<file path="src/rtl/multi_warp_fetcher_pkg.sv">
`default_nettype none
// ============================================================================
//  Module   : multi_warp_fetcher_pkg
//  Brief    : Shared types and constants for the multi-warp instruction
//             fetcher (state encoding, default bus widths).
//  Revision : 1.0 - initial release
// ============================================================================
package multi_warp_fetcher_pkg;

    // Default memory-port widths; the typedefs below track these values
    localparam int c_addr_width_default  = 12;
    localparam int c_instr_width_default = 32;

    typedef logic [c_addr_width_default-1:0]  instruction_memory_address_t;
    typedef logic [c_instr_width_default-1:0] instruction_t;

    // Per-warp fetch state, as seen on the fetcher_state output
    typedef enum logic [1:0] {
        FS_IDLE     = 2'd0,
        FS_WAITING  = 2'd1,
        FS_FETCHING = 2'd2,
        FS_FETCHED  = 2'd3
    } fetcher_state_t;

    // Raw state constants used by the per-warp state registers
    localparam logic [1:0] c_idle     = 2'd0;
    localparam logic [1:0] c_waiting  = 2'd1;
    localparam logic [1:0] c_fetching = 2'd2;
    localparam logic [1:0] c_fetched  = 2'd3;

endpackage
`default_nettype wire

</file>
<file path="src/rtl/multi_warp_fetcher_arbiter.sv">
`default_nettype none
// ============================================================================
//  Module   : round_robin_arbiter
//  Brief    : N-way round-robin arbiter. Picks the first requester at or
//             after an internal pointer (wrapping), pointer advances past
//             the winner whenever a grant is issued.
//  Revision : 1.0 - initial release
// ============================================================================
module round_robin_arbiter #(
    parameter int N = 4,
    localparam int c_idx_width = (N > 1) ? $clog2(N) : 1
) (
    input  logic                   clk,
    input  logic                   rst,
    input  logic [N-1:0]           i_request,
    input  logic                   i_enable,
    output logic [N-1:0]           o_grant,
    output logic [c_idx_width-1:0] o_grant_index,
    output logic                   o_grant_valid
);

    logic [c_idx_width-1:0] r_ptr;
    logic [c_idx_width-1:0] w_sel;
    int                     w_idx;

    // Scan requesters starting at the pointer, modulo N, first hit wins
    always_comb begin
        o_grant_valid = 1'b0;
        o_grant_index = '0;
        o_grant       = '0;
        w_idx         = 0;
        w_sel         = '0;
        for (int k = 0; k < N; k++) begin
            w_idx = int'(r_ptr) + k;
            if (w_idx >= N) begin
                w_idx = w_idx - N;
            end
            w_sel = c_idx_width'(w_idx);
            if (i_enable && !o_grant_valid && i_request[w_sel]) begin
                o_grant_valid = 1'b1;
                o_grant_index = w_sel;
            end
        end
        if (o_grant_valid) begin
            o_grant[o_grant_index] = 1'b1;
        end
    end

    // Move the pointer one past the most recent winner
    always_ff @(posedge clk) begin
        if (rst) begin
            r_ptr <= '0;
        end else if (o_grant_valid) begin
            r_ptr <= (o_grant_index == c_idx_width'(N - 1)) ? '0 : o_grant_index + 1'b1;
        end
    end

endmodule
`default_nettype wire

</file>
<file path="src/rtl/multi_warp_fetcher.sv">
`default_nettype none
// ============================================================================
//  Module   : multi_warp_fetcher
//  Brief    : Instruction fetch unit shared by NUM_WARPS warps. Each warp has
//             its own fetch FSM and instruction buffer; a round-robin arbiter
//             serialises requests onto one memory read port. A flush returns
//             a warp to IDLE and drops its in-flight response.
//  Revision : 1.0 - initial release
// ============================================================================
module multi_warp_fetcher
    import multi_warp_fetcher_pkg::*;
#(
    parameter int NUM_WARPS   = 4,
    parameter int ADDR_WIDTH  = c_addr_width_default,
    parameter int INSTR_WIDTH = c_instr_width_default
) (
    input  logic                             clk,
    input  logic                             reset,
    input  logic [NUM_WARPS-1:0]             fetch_req,
    input  logic [NUM_WARPS*ADDR_WIDTH-1:0]  pc,
    input  logic [NUM_WARPS-1:0]             consume,
    input  logic [NUM_WARPS-1:0]             flush,
    input  logic                             instruction_mem_read_ready,
    input  logic [INSTR_WIDTH-1:0]           instruction_mem_read_data,
    output logic                             instruction_mem_read_valid,
    output logic [ADDR_WIDTH-1:0]            instruction_mem_read_address,
    output logic [NUM_WARPS*2-1:0]           fetcher_state,
    output logic [NUM_WARPS*INSTR_WIDTH-1:0] instruction
);

    localparam int c_warp_idx_width = (NUM_WARPS > 1) ? $clog2(NUM_WARPS) : 1;

    logic                        r_valid;
    logic [ADDR_WIDTH-1:0]       r_address;
    logic                        r_kill;
    logic [c_warp_idx_width-1:0] r_owner;

    logic [NUM_WARPS-1:0]        w_request;
    logic [NUM_WARPS-1:0]        w_grant;
    logic [c_warp_idx_width-1:0] w_grant_index;
    logic                        w_grant_valid;
    logic                        w_complete;
    logic [ADDR_WIDTH-1:0]       w_warp_addr [NUM_WARPS];

    // A live (not killed) response is being returned this cycle
    assign w_complete = r_valid && instruction_mem_read_ready && !r_kill;

    round_robin_arbiter #(
        .N (NUM_WARPS)
    ) u_arbiter (
        .clk           (clk),
        .rst           (reset),
        .i_request     (w_request),
        .i_enable      (!r_valid),
        .o_grant       (w_grant),
        .o_grant_index (w_grant_index),
        .o_grant_valid (w_grant_valid)
    );

    for (genvar w = 0; w < NUM_WARPS; w++) begin : g_warp
        logic [1:0]             r_state;
        logic [ADDR_WIDTH-1:0]  r_addr;
        logic [INSTR_WIDTH-1:0] r_instr;

        // A warp being flushed this cycle must not win the port
        assign w_request[w]   = (r_state == c_waiting) && !flush[w];
        assign w_warp_addr[w] = r_addr;

        // Per-warp fetch FSM: flush beats consume beats fetch_req
        always_ff @(posedge clk) begin
            if (reset) begin
                r_state <= c_idle;
                r_addr  <= '0;
                r_instr <= '0;
            end else if (flush[w]) begin
                r_state <= c_idle;
            end else begin
                case (r_state)
                    c_idle: begin
                        if (fetch_req[w]) begin
                            r_state <= c_waiting;
                            r_addr  <= pc[w*ADDR_WIDTH +: ADDR_WIDTH];
                        end
                    end
                    c_waiting: begin
                        if (w_grant[w]) begin
                            r_state <= c_fetching;
                        end
                    end
                    c_fetching: begin
                        if (w_complete && (r_owner == c_warp_idx_width'(w))) begin
                            r_state <= c_fetched;
                            r_instr <= instruction_mem_read_data;
                        end
                    end
                    default: begin
                        if (consume[w]) begin
                            r_state <= c_idle;
                        end
                    end
                endcase
            end
        end

        assign fetcher_state[w*2 +: 2]                = r_state;
        assign instruction[w*INSTR_WIDTH +: INSTR_WIDTH] = r_instr;
    end

    // Memory port: one outstanding request, held stable until ready
    always_ff @(posedge clk) begin
        if (reset) begin
            r_valid   <= 1'b0;
            r_address <= '0;
            r_kill    <= 1'b0;
            r_owner   <= '0;
        end else if (r_valid) begin
            if (instruction_mem_read_ready) begin
                r_valid <= 1'b0;
                r_kill  <= 1'b0;
            end else if (flush[r_owner]) begin
                r_kill <= 1'b1;
            end
        end else if (w_grant_valid) begin
            r_valid   <= 1'b1;
            r_address <= w_warp_addr[w_grant_index];
            r_owner   <= w_grant_index;
        end
    end

    assign instruction_mem_read_valid   = r_valid;
    assign instruction_mem_read_address = r_address;

endmodule
`default_nettype wire
</file>
<file path="config.mk">
export PLATFORM = sky130hd
export DESIGN_NAME = multi_warp_fetcher
export DESIGN_NICKNAME = d
export VERILOG_FILES = /design/src/rtl/multi_warp_fetcher_pkg.sv /design/src/rtl/multi_warp_fetcher_arbiter.sv /design/src/rtl/multi_warp_fetcher.sv
export SDC_FILE = /design/constraint.sdc
export NUM_CORES = 1
export LEC_CHECK = 0
export ABC_CLOCK_PERIOD_IN_PS = 7800
export CAP_MARGIN = 10
export CORE_AREA = 2 2 130 132
export DETAILED_ROUTE_END_ITERATION = 8
export DIE_AREA = 0 0 132 134
export DONT_BUFFER_PORTS = 1
export PLACE_DENSITY = 0.69
export SKIP_CTS_REPAIR_TIMING = 1
export SLEW_MARGIN = 40
export SYNTH_ARGS = -nofsm -noshare
export SYNTH_HDL_FRONTEND = slang
export SYNTH_HIERARCHICAL = 1
export SYNTH_SLANG_ARGS = --single-unit
</file>
<file path="constraint.sdc">
create_clock -name clk -period 7.8 [get_ports clk]
set_clock_uncertainty 0.1 [all_clocks]
set_input_delay 1.95 -clock clk [delete_from_list [all_inputs] [get_ports clk]]
set_output_delay 1.95 -clock clk [all_outputs]
set_load 0.02 [all_outputs]
</file>
=== Word-level counts from Yosys, hierarchy flattened ===
Index checks and enable logic that the tools add are counted.

* $add $sub $neg: 8
* Order comparisons: 12
* Equal/unequal tests: 24
* Multiplexer cells: 54
* Bitwise gates (word level): 6
* Reductions and logical operators: 55

{| class="wikitable"
|+ Operators by type and width
! operator !! count
|-
| 2-bit two-way mux || 25
|-
| 12-bit binary-select mux with 2-bit select || 1
|-
| 12-bit two-way mux || 2
|-
| 2-bit case mux with 3 select lines || 4
|-
| 3-bit AND reduction || 8
|-
| 1-bit logical AND || 18
|-
| 2-bit by 3-bit less-than comparator with 1-bit output (second input constant) || 6
|-
| 2-bit != test (second input constant) || 8
|-
| 4-bit AND reduction || 4
|-
| 4-bit nonzero test || 4
|-
| 1-bit two-way mux || 15
|-
| 2-bit equality test (second input constant) || 7
|-
| 3-bit greater-or-equal comparator (second input constant) || 4
|-
| 1-bit binary-select mux with 2-bit select || 5
|-
| 2-bit by 1-bit equality test with 1-bit output (second input constant) || 5
|-
| 2-bit logical NOT || 5
|-
| 1-bit logical NOT || 9
|-
| 2-bit by 1-bit != test with 1-bit output (second input constant) || 4
|-
| 2-bit OR reduction || 4
|-
| 2-bit by 1-bit subtractor with 2-bit output (second input constant) || 4
|-
| 2-bit by 2-bit adder with 3-bit output (second input constant) || 2
|-
| 1-bit NOT || 5
|-
| 4-bit two-way mux || 1
|-
| 2-bit AND reduction || 2
|-
| 7 further kinds || 7
|}

* Register bits after elaboration: 202
* Output and inout bits: 149
* Logic and storage cells: 176

=== Depth between registers and ports, before layout ===
Gate-level depths: netlist of run 1.

* Word-level depth: 25
* Depth in mapped cells: 14

=== By module ===
Netlist of run 1, hierarchy kept.

{| class="wikitable"
|+ By module, submodules not included
! module !! times used !! cells an instance !! area an instance (um^2) !! sequential area each (um^2)
|-
| multi_warp_fetcher || 1 || 914 || 7746.2 || 4003.8
|-
| round_robin_arbiter || 1 || 52 || 385.4 || 40.0
|}

=== Worst setup path after synthesis of run 1 ===
No wires, ideal clock.

* Kind: input to register
* From: input flush[2]
* To: register g_warp[3].r_state[1]
* Arrival time: 4.214 ns
* Required time: 7.584 ns
* Path slack: 3.370 ns
* Cell stages on the path: 11
* Path buffers: 0
* Cells stage by stage: nor2_1 -> nor2_1 -> mux4_2 -> nor3_2 -> a2bb2oi_2 -> ha_1 -> and2_1 -> inv_1 -> a221oi_1 -> a21oi_1 -> a41o_1

* Cells in the longest elaborated chain, start to end: 25

{| class="wikitable"
|+ RTL lines
! element !! RTL line !! RTL
|-
| start, declared || multi_warp_fetcher.sv:22 || <nowiki>input logic [NUM_WARPS-1:0] flush,</nowiki>
|-
| 1-bit logical NOT * || multi_warp_fetcher.sv:66 || <nowiki>assign w_request[w] = (r_state == c_waiting) && !flush[w];</nowiki>
|-
| 1-bit logical AND * || multi_warp_fetcher.sv:66 ||
|-
| 1-bit binary-select mux with 2-bit select || multi_warp_fetcher_arbiter.sv:39 || <nowiki>if (i_enable && !o_grant_valid && i_request[w_sel]) begin</nowiki>
|-
| 1-bit two-way mux (not written as such) || multi_warp_fetcher_arbiter.sv:39 ||
|-
| 1-bit logical AND || multi_warp_fetcher_arbiter.sv:39 ||
|-
| 1-bit two-way mux || multi_warp_fetcher_arbiter.sv:39 ||
|-
| 1-bit logical NOT || multi_warp_fetcher_arbiter.sv:39 ||
|-
| 1-bit logical AND (2 in a row) || multi_warp_fetcher_arbiter.sv:39 ||
|-
| [... 9 more ...] || -- ||
|-
| via w_grant_index[1] || multi_warp_fetcher.sv:40 || <nowiki>logic [c_warp_idx_width-1:0] w_grant_index;</nowiki>
|-
| 2-bit by 3-bit less-than comparator with 1-bit output (not written as such) / 2-bit by 1-bit greater-or-equal comparator with 1-bit output (equally long branches) || multi_warp_fetcher_arbiter.sv:45 || <nowiki>o_grant[o_grant_index] = 1'b1;</nowiki>
|-
| 1-bit logical AND (not written as such) || multi_warp_fetcher_arbiter.sv:45 ||
|-
| 1-bit two-way mux (not written as such) || multi_warp_fetcher_arbiter.sv:45 ||
|-
| 1-bit demux with 2-bit select * || -- ||
|-
| 4-bit two-way mux * || multi_warp_fetcher_arbiter.sv:44 || <nowiki>if (o_grant_valid) begin</nowiki>
|-
| via w_grant[3] || multi_warp_fetcher.sv:39 || <nowiki>logic [NUM_WARPS-1:0] w_grant;</nowiki>
|-
| 2-bit by 1-bit != test with 1-bit output (no source line) * || -- ||
|-
| 4-bit AND reduction (no source line) * || -- ||
|-
| end signal, assigned || multi_warp_fetcher.sv:72 || <nowiki>r_state <= c_idle;</nowiki>
|-
| end signal, assigned || multi_warp_fetcher.sv:76 || <nowiki>r_state <= c_idle;</nowiki>
|-
| end signal, assigned || multi_warp_fetcher.sv:81 || <nowiki>r_state <= c_waiting;</nowiki>
|-
| end, declared || multi_warp_fetcher.sv:61 || <nowiki>logic [1:0] r_state;</nowiki>
|}

Mark *: on every way through the listed nets, which the timed path passes. The rest lies on a longest branch. The select of a mux whose other input is x is not followed.
A chain may end at the register's enable or synchronous reset.

=== Worst setup path after layout of run 1 ===
* From: input flush[0]
* To: register g_warp[3].r_state[1]

The elaborated chain is that of the path after synthesis.

==> results of run 1 <==
==> layout make-up <==
type / instances / area [um^2]
fill: 1531 / 7350
sequential: 202 / 4040
multi-input combinational: 683 / 3750
clock buffer: 33 / 633
tap: 220 / 275
timing repair buffer: 13 / 101
inverter: 18 / 67.6
clock inverter: 6 / 60.1
antenna: 1 / 2.50
==> power groups by stage <==
stage	Sequential [W]	Clock, W	Combinational, W
floorplan	0.00109	0	0.000114
global placement	0.00110	0	0.000119
detailed placement	0.00110	0	0.000123
CTS	0.00107	0.00102	0.000124
global route	0.00108	0.00105	0.000138
finish	0.00108	0.000996	0.000123
==> cells in the final DEF, fill, tap and decap left out, types with 8 or more instances in the layout <==
cell type,instances
clkbuf_1,8
a21oi_1,162
dfxtp_1,202
ha_1,18
nand2_1,323
mux2i_1,43
clkbuf_16,23
buf_4,12
mux4_2,14
inv_1,18
nor2_1,52
o21ai_0,9
==> how the worst max path moves through the flow <==
stage               slack [ns]                    to  startpoint  depth (start not counted)
floorplan                 3.37  g_warp[3].r_state[1]    flush[2]                         11
global placement          2.57  g_warp[3].r_state[1]    flush[0]                         11
detailed placement        2.72  g_warp[3].r_state[1]    flush[0]                         11
CTS                       3.24  g_warp[3].r_state[1]    flush[0]                         11
global route              3.03  g_warp[3].r_state[1]    flush[1]                         11
finish                    3.21  g_warp[3].r_state[1]    flush[0]                         11
==> flip-flops by register name, summed over array words and instances (netlist names) <==
name	flops
g_warp.r_instr	128
r_kill	1
g_warp.r_state	8
instruction_mem_read_address	12
r_owner	2
g_warp.r_addr	48
u_arbiter/r_ptr	2
instruction_mem_read_valid	1
==> per-layer routing <==
layer | share of wire | routed length, um | global-route usage | vias up
li1 | - | - | - | 3149
met1 | 0.40 | 8690 | 0.295 | 3011
met2 | 0.47 | 10100 | 0.387 | 268
met3 | 0.11 | 2350 | 0.0896 | 32
met4 | 0.024 | 510 | 0.0719 | 0
met5 | 0 | 0 | 0 | -
==> critical path, stage by stage <==
cell and delay, ns:
nor2b_1 0.39, nor2_1 0.11, mux4_2 0.48, nor3_2 0.25
a2bb2oi_4 0.51, ha_1 0.24, and2_1 0.14, inv_1 0.04
a221oi_1 0.41, a21oi_1 0.13, a41o_1 0.21
==> metrics by stage <==
| stage | setup slack [ns] | hold slack, ns | std cells | util | instance area, um^2 |
|---|---|---|---|---|---|
| 2_1_floorplan | 3.37 | 0.333 | 966 | - | 8130 |
| 3_3_place_gp | 2.57 | 0.339 | 1132 | 0.503 | 8190 |
| 3_5_place_dp | 2.72 | 0.342 | 1136 | 0.506 | 8240 |
| 4_1_cts | 3.24 | 0.350 | 1175 | 0.549 | 8940 |
| 5_1_grt | 3.03 | 0.379 | 1175 | 0.549 | 8940 |
| 6_report | 3.21 | 0.354 | 1176 | 0.549 | 8940 |
==> Yosys cell counts (3+ instances only) <==
| master | n | share of area |
|---|---|---|
| nand2_1 | 323 | 0.15 |
| dfxtp_1 | 202 | 0.50 |
| a21oi_1 | 162 | 0.10 |
| nor2_1 | 54 | 0.025 |
| mux2i_1 | 43 | 0.053 |
| clkbuf_1 | 31 | 0.014 |
| buf_2 | 24 | 0.015 |
| ha_1 | 18 | 0.028 |
| inv_1 | 18 | 0.0083 |
| mux4_2 | 14 | 0.039 |
| o21ai_0 | 9 | 0.0055 |
| nor2b_1 | 7 | 0.0054 |
| buf_6 | 6 | 0.0083 |
| nand2b_1 | 5 | 0.0038 |
| nand3b_1 | 5 | 0.0046 |
| and2_1 | 4 | 0.0031 |
| nand3_1 | 3 | 0.0018 |
| nor4_1 | 3 | 0.0023 |
| nor4b_2 | 3 | 0.0055 |
| or4b_1 | 3 | 0.0037 |
==> cells by family after synthesis <==
kind of cell               Yosys count  synth area share
and+or+nand+nor                    420             0.213
muxes                               57            0.0917
AOI/OAI and AO/OA                  188             0.123
buffers and inverters               81            0.0471
DFF                                202             0.497
adders and majority gates           18            0.0277
==> flow_metrics.tcl, run 1 <==
set metrics [dict create \
    outcome "completed" \
    grt_pass1_wl_mm 34.1 \
    slew_headroom 0.537 \
    max-cap-violations 0 \
    hold_path_end "g_warp[1].r_addr[7]" \
    fp.dieH_um 134 \
    drc 0 \
    cp.required_ns 8.09 \
    critPathKind "in -> reg" \
    cp-end-kind "flop" \
    firstDrtPassIters 5 \
    ir_drop_uv 187 \
    drive_gt1_frac 0.0712 \
    finalSetupTns_ns 0 \
    rr_worst_depth 12 \
    die_w_um 132 \
    synth_edf_count 0 \
    cp-start-kind "input port" \
    grt-ovfl-total 0 \
    nets 1053 \
    syn2layout_area_growth_pct 9.92 \
    hold_path_depth 2 \
    antenna_found_initial 1 \
    path_clk_slew_ns 0.06 \
    fmax_ghz 0.218 \
    seqPwrFrac 0.490 \
    grt_max_degree 200 \
    wirelength_mm 21.6 \
    clockBufferDepth 3 \
    async_reset_ff_frac 0 \
    cts_buffers 22 \
    setup_viol 0 \
    rrSetupSlack_ns 3.81 \
    clock_sinks 202 \
    r2r-end "g_warp[3].r_state[1]" \
    syn-cell-area_um2 8130 \
    final_hold_viol_count 0 \
    power.total_w 0.00219 \
    r2r-start "g_warp[1].r_state[0]" \
    p_switching_w 0.000494 \
    netSwitchingFraction 0.225 \
    die-area_um2 17700 \
    arrival_ns 4.87 \
    ys.flop_type "dfxtp_1" \
    final_max_slew_viol_count 0 \
    fin_crit_ns 4.59 \
    worst_pin_slew_ns 0.692 \
    seq_area_frac_synth 0.497 \
    synth_seq_cells 202 \
    yosys_warnings 6 \
    cp_max_fo 15 \
    avgSynthCellArea_um2 8.42 \
    grt_setup_unrepaired "no" \
    synth_cell_type_count 42 \
    core_um2 16300 \
    p_leak_nw 3.17 \
    portBuffers 0 \
    vias 6460 \
    track_usage 0.238 \
    syn_inst 966 \
    ioPinCount 244 \
    power.density_nw_per_um2 245 \
    p_comb_frac 0.056 \
    postRouteAntennaNets 0 \
    initial_core_util 0.499 \
    cts_tree "done" \
    drt_iter0_markers 314 \
    fin_crit_sh 0.588 \
    dp_hpwl_mm 14.3 \
    hold_path.startpoint "g_warp[1].r_addr[7]" \
    hold_class "reg -> reg" \
    grt_pass1_vias 6187 \
    syn-num-nets 1079 \
    clkLatencyLatePin_ns 0.49 \
    place.gp.congestion 0.808 \
    cell_internal_pwr_w 0.00170 \
    clockPowerShare 0.454 \
    wire_per_inst_um 18.4 \
    root_buffer "clkbuf_16" \
    drt-vias-per-instance 5.49 \
    rows 47 \
    htree_levels 1 \
]
No activity file was read; power rests on OpenSTA's default activity.
==> run 2: changes to the inputs <==
Settings changed: ABC_CLOCK_PERIOD_IN_PS 7800 to 4300.
Clock period 7.8 ns to 4.3 ns, I/O delays scaled along.
==> flow_metrics.tcl, run 2 (synthesized netlist as in run 1, its figures left out) <==
set metrics [dict create \
    drt_iter0_markers 398 \
    largest_reg_flops 128 \
    cp-start-kind "flop" \
    cpLargestDelayFamily "compound AO/OA/AOI/OAI gates" \
    drive_gt1_frac 0.0783 \
    final_hold_viol_count 0 \
    clockBufferDepth 3 \
    power.density_nw_per_um2 456 \
    postRouteAntennaNets 0 \
    cp.required_ns 4.58 \
    cp_max_fo 7 \
    core_um2 16300 \
    root_buffer "clkbuf_16" \
    nets 1057 \
    fin_crit_ns 3.53 \
    hold_path_end "g_warp[1].r_addr[4]" \
    fp.dieH_um 134 \
    cp-end-kind "flop" \
    clock_sinks 202 \
    r2r-end "g_warp[3].r_state[1]" \
    p_leak_nw 3.23 \
    dp_hpwl_mm 14.4 \
    rr_worst_depth 13 \
    path_buf_inv 2 \
    die-area_um2 17700 \
    slowest_stage "dfxtp_1" \
    wire_per_inst_um 18.6 \
    regMostFlops "g_warp.r_instr" \
    hold_class "reg -> reg" \
    grt-ovfl-total 0 \
    rows 47 \
    clkLatencyLatePin_ns 0.50 \
    slew_headroom 0.588 \
    drt-vias-per-instance 5.58 \
    vias 6571 \
    syn2layout_area_growth_pct 10.9 \
    ioPinCount 244 \
    antenna_found_initial 0 \
    place.gp.congestion 0.821 \
    layout_common_cells "nand2_1 (323), dfxtp_1 (202), a21oi_1 (162)" \
    grt_setup_unrepaired "no" \
    wirelength_mm 21.9 \
    path_clk_slew_ns 0.06 \
    rrSetupSlack_ns 0.77 \
    grt_max_degree 200 \
    htree_levels 1 \
    grt_pass1_vias 6198 \
    worst_pin_slew_ns 0.617 \
    grt_pass1_wl_mm 34.1 \
    worstPathCellList "ha_1 -> inv_1 -> nor2_1 -> nor2_1 -> mux4_2 -> nor3_2 -> a2bb2oi_2 -> ha_1 -> and2_1 -> inv_1 -> a221oi_1 -> a21oi_1 -> a41o_1" \
    cts_tree "done" \
    fmax_ghz 0.283 \
    r2r-start "g_warp[2].r_state[0]" \
    outcome "completed" \
    cts_buffers 22 \
    path_depth 13 \
    cpPeakStageDelay_ns 0.55 \
    antenna_cells 0 \
    critPathKind "reg -> reg" \
    final_common_cell "nand2_1" \
    max-cap-violations 0 \
    drc 0 \
    initial_core_util 0.499 \
    ir_drop_uv 318 \
    firstDrtPassIters 7 \
    hold_path.startpoint "g_warp[1].r_addr[4]" \
    fin_crit_sh 0.822 \
    die_w_um 132 \
    fillers 1502 \
    arrival_ns 3.81 \
    hold_path_depth 2 \
    regArea_um2 4040 \
    multiInputGateArea_um2 3740 \
    setup_viol 0 \
    placedCellCount 1140 \
    finalSetupTns_ns 0 \
    final_max_slew_viol_count 0 \
    track_usage 0.238 \
    portBuffers 0 \
    fin_cells 1178 \
]
[run 2: cell count changes in the layout (fill, tap and decap cells not counted)]
cell	before	now
buf_6	1	0
buf_4	12	16
diode_2	1	0
nor2b_1	6	7
buf_12	0	1
a2bb2oi_2	0	1
clkbuf_8	2	6
a2bb2oi_4	1	0
clkinv_2	3	4
bufinv_16	1	2
clkbuf_1	8	3
nor2b_2	1	0
clkinvlp_4	2	0
[run 2: where the power goes]
| part | leakage, nW | internal (W) | switching, W |
|---|---|---|---|
| clock | 0.374 | 0.00119 | 0.000742 |
| combinational | 1.23 | 0.000102 | 0.000124 |
| sequential | 1.63 | 0.00191 | 0.0000421 |
| total | 3.23 | 0.00320 | 0.000909 |
[run 2: worst min-delay path: cells and delay by family (launching register included)]
kind | cells | cell delay, ns
AND/OR/NAND/NOR | 1 | 0.05
flip-flops | 1 | 0.31
AO/OA/AOI/OAI | 1 | 0.05
[run 2: layout make-up]
class | instances | share of cell area
Clock inverter | 6 | 0.00888
Timing Repair Buffer | 17 | 0.0155
Clock buffer | 32 | 0.0742
Multi-Input combinational cell | 683 | 0.415
Tap cell | 220 | 0.0305
Sequential cell | 202 | 0.448
Inverter | 18 | 0.00749
[run 2: metrics by stage]
step / total power (W) / hold slack [ns] / area [um^2] / setup WS, ns / utilization
floorplan: 0.00218 / 0.333 / 8130 / 0.745 / -
CTS: 0.00414 / 0.352 / 9020 / 0.793 / 0.554
finish: 0.00411 / 0.357 / 9020 / 0.766 / 0.554
detailed placement: 0.00222 / 0.343 / 8270 / 0.553 / 0.508
global placement: 0.00221 / 0.337 / 8240 / 0.629 / 0.506
global route: 0.00424 / 0.368 / 9020 / 0.477 / 0.554
[run 2: worst max-delay path by stage]
stage                                     from                    to  slack (ns)
final                     g_warp[2].r_state[0]  g_warp[3].r_state[1]        0.77
after global routing      g_warp[2].r_state[0]  g_warp[2].r_state[0]        0.48
after CTS                 g_warp[2].r_state[0]  g_warp[2].r_state[0]        0.79
after detailed placement              flush[1]  g_warp[2].r_state[0]        0.55
after global placement                flush[1]  g_warp[2].r_state[0]        0.63
after floorplan                       flush[2]  g_warp[3].r_state[1]        0.75
[run 2: routing by layer]
layer | track usage | vias up | wire length [um]
met5 | 0 | - | 0
met4 | 0.0912 | 0 | 697
met3 | 0.0933 | 45 | 2530
met2 | 0.394 | 299 | 10200
met1 | 0.278 | 3076 | 8410
li1 | - | 3151 | -
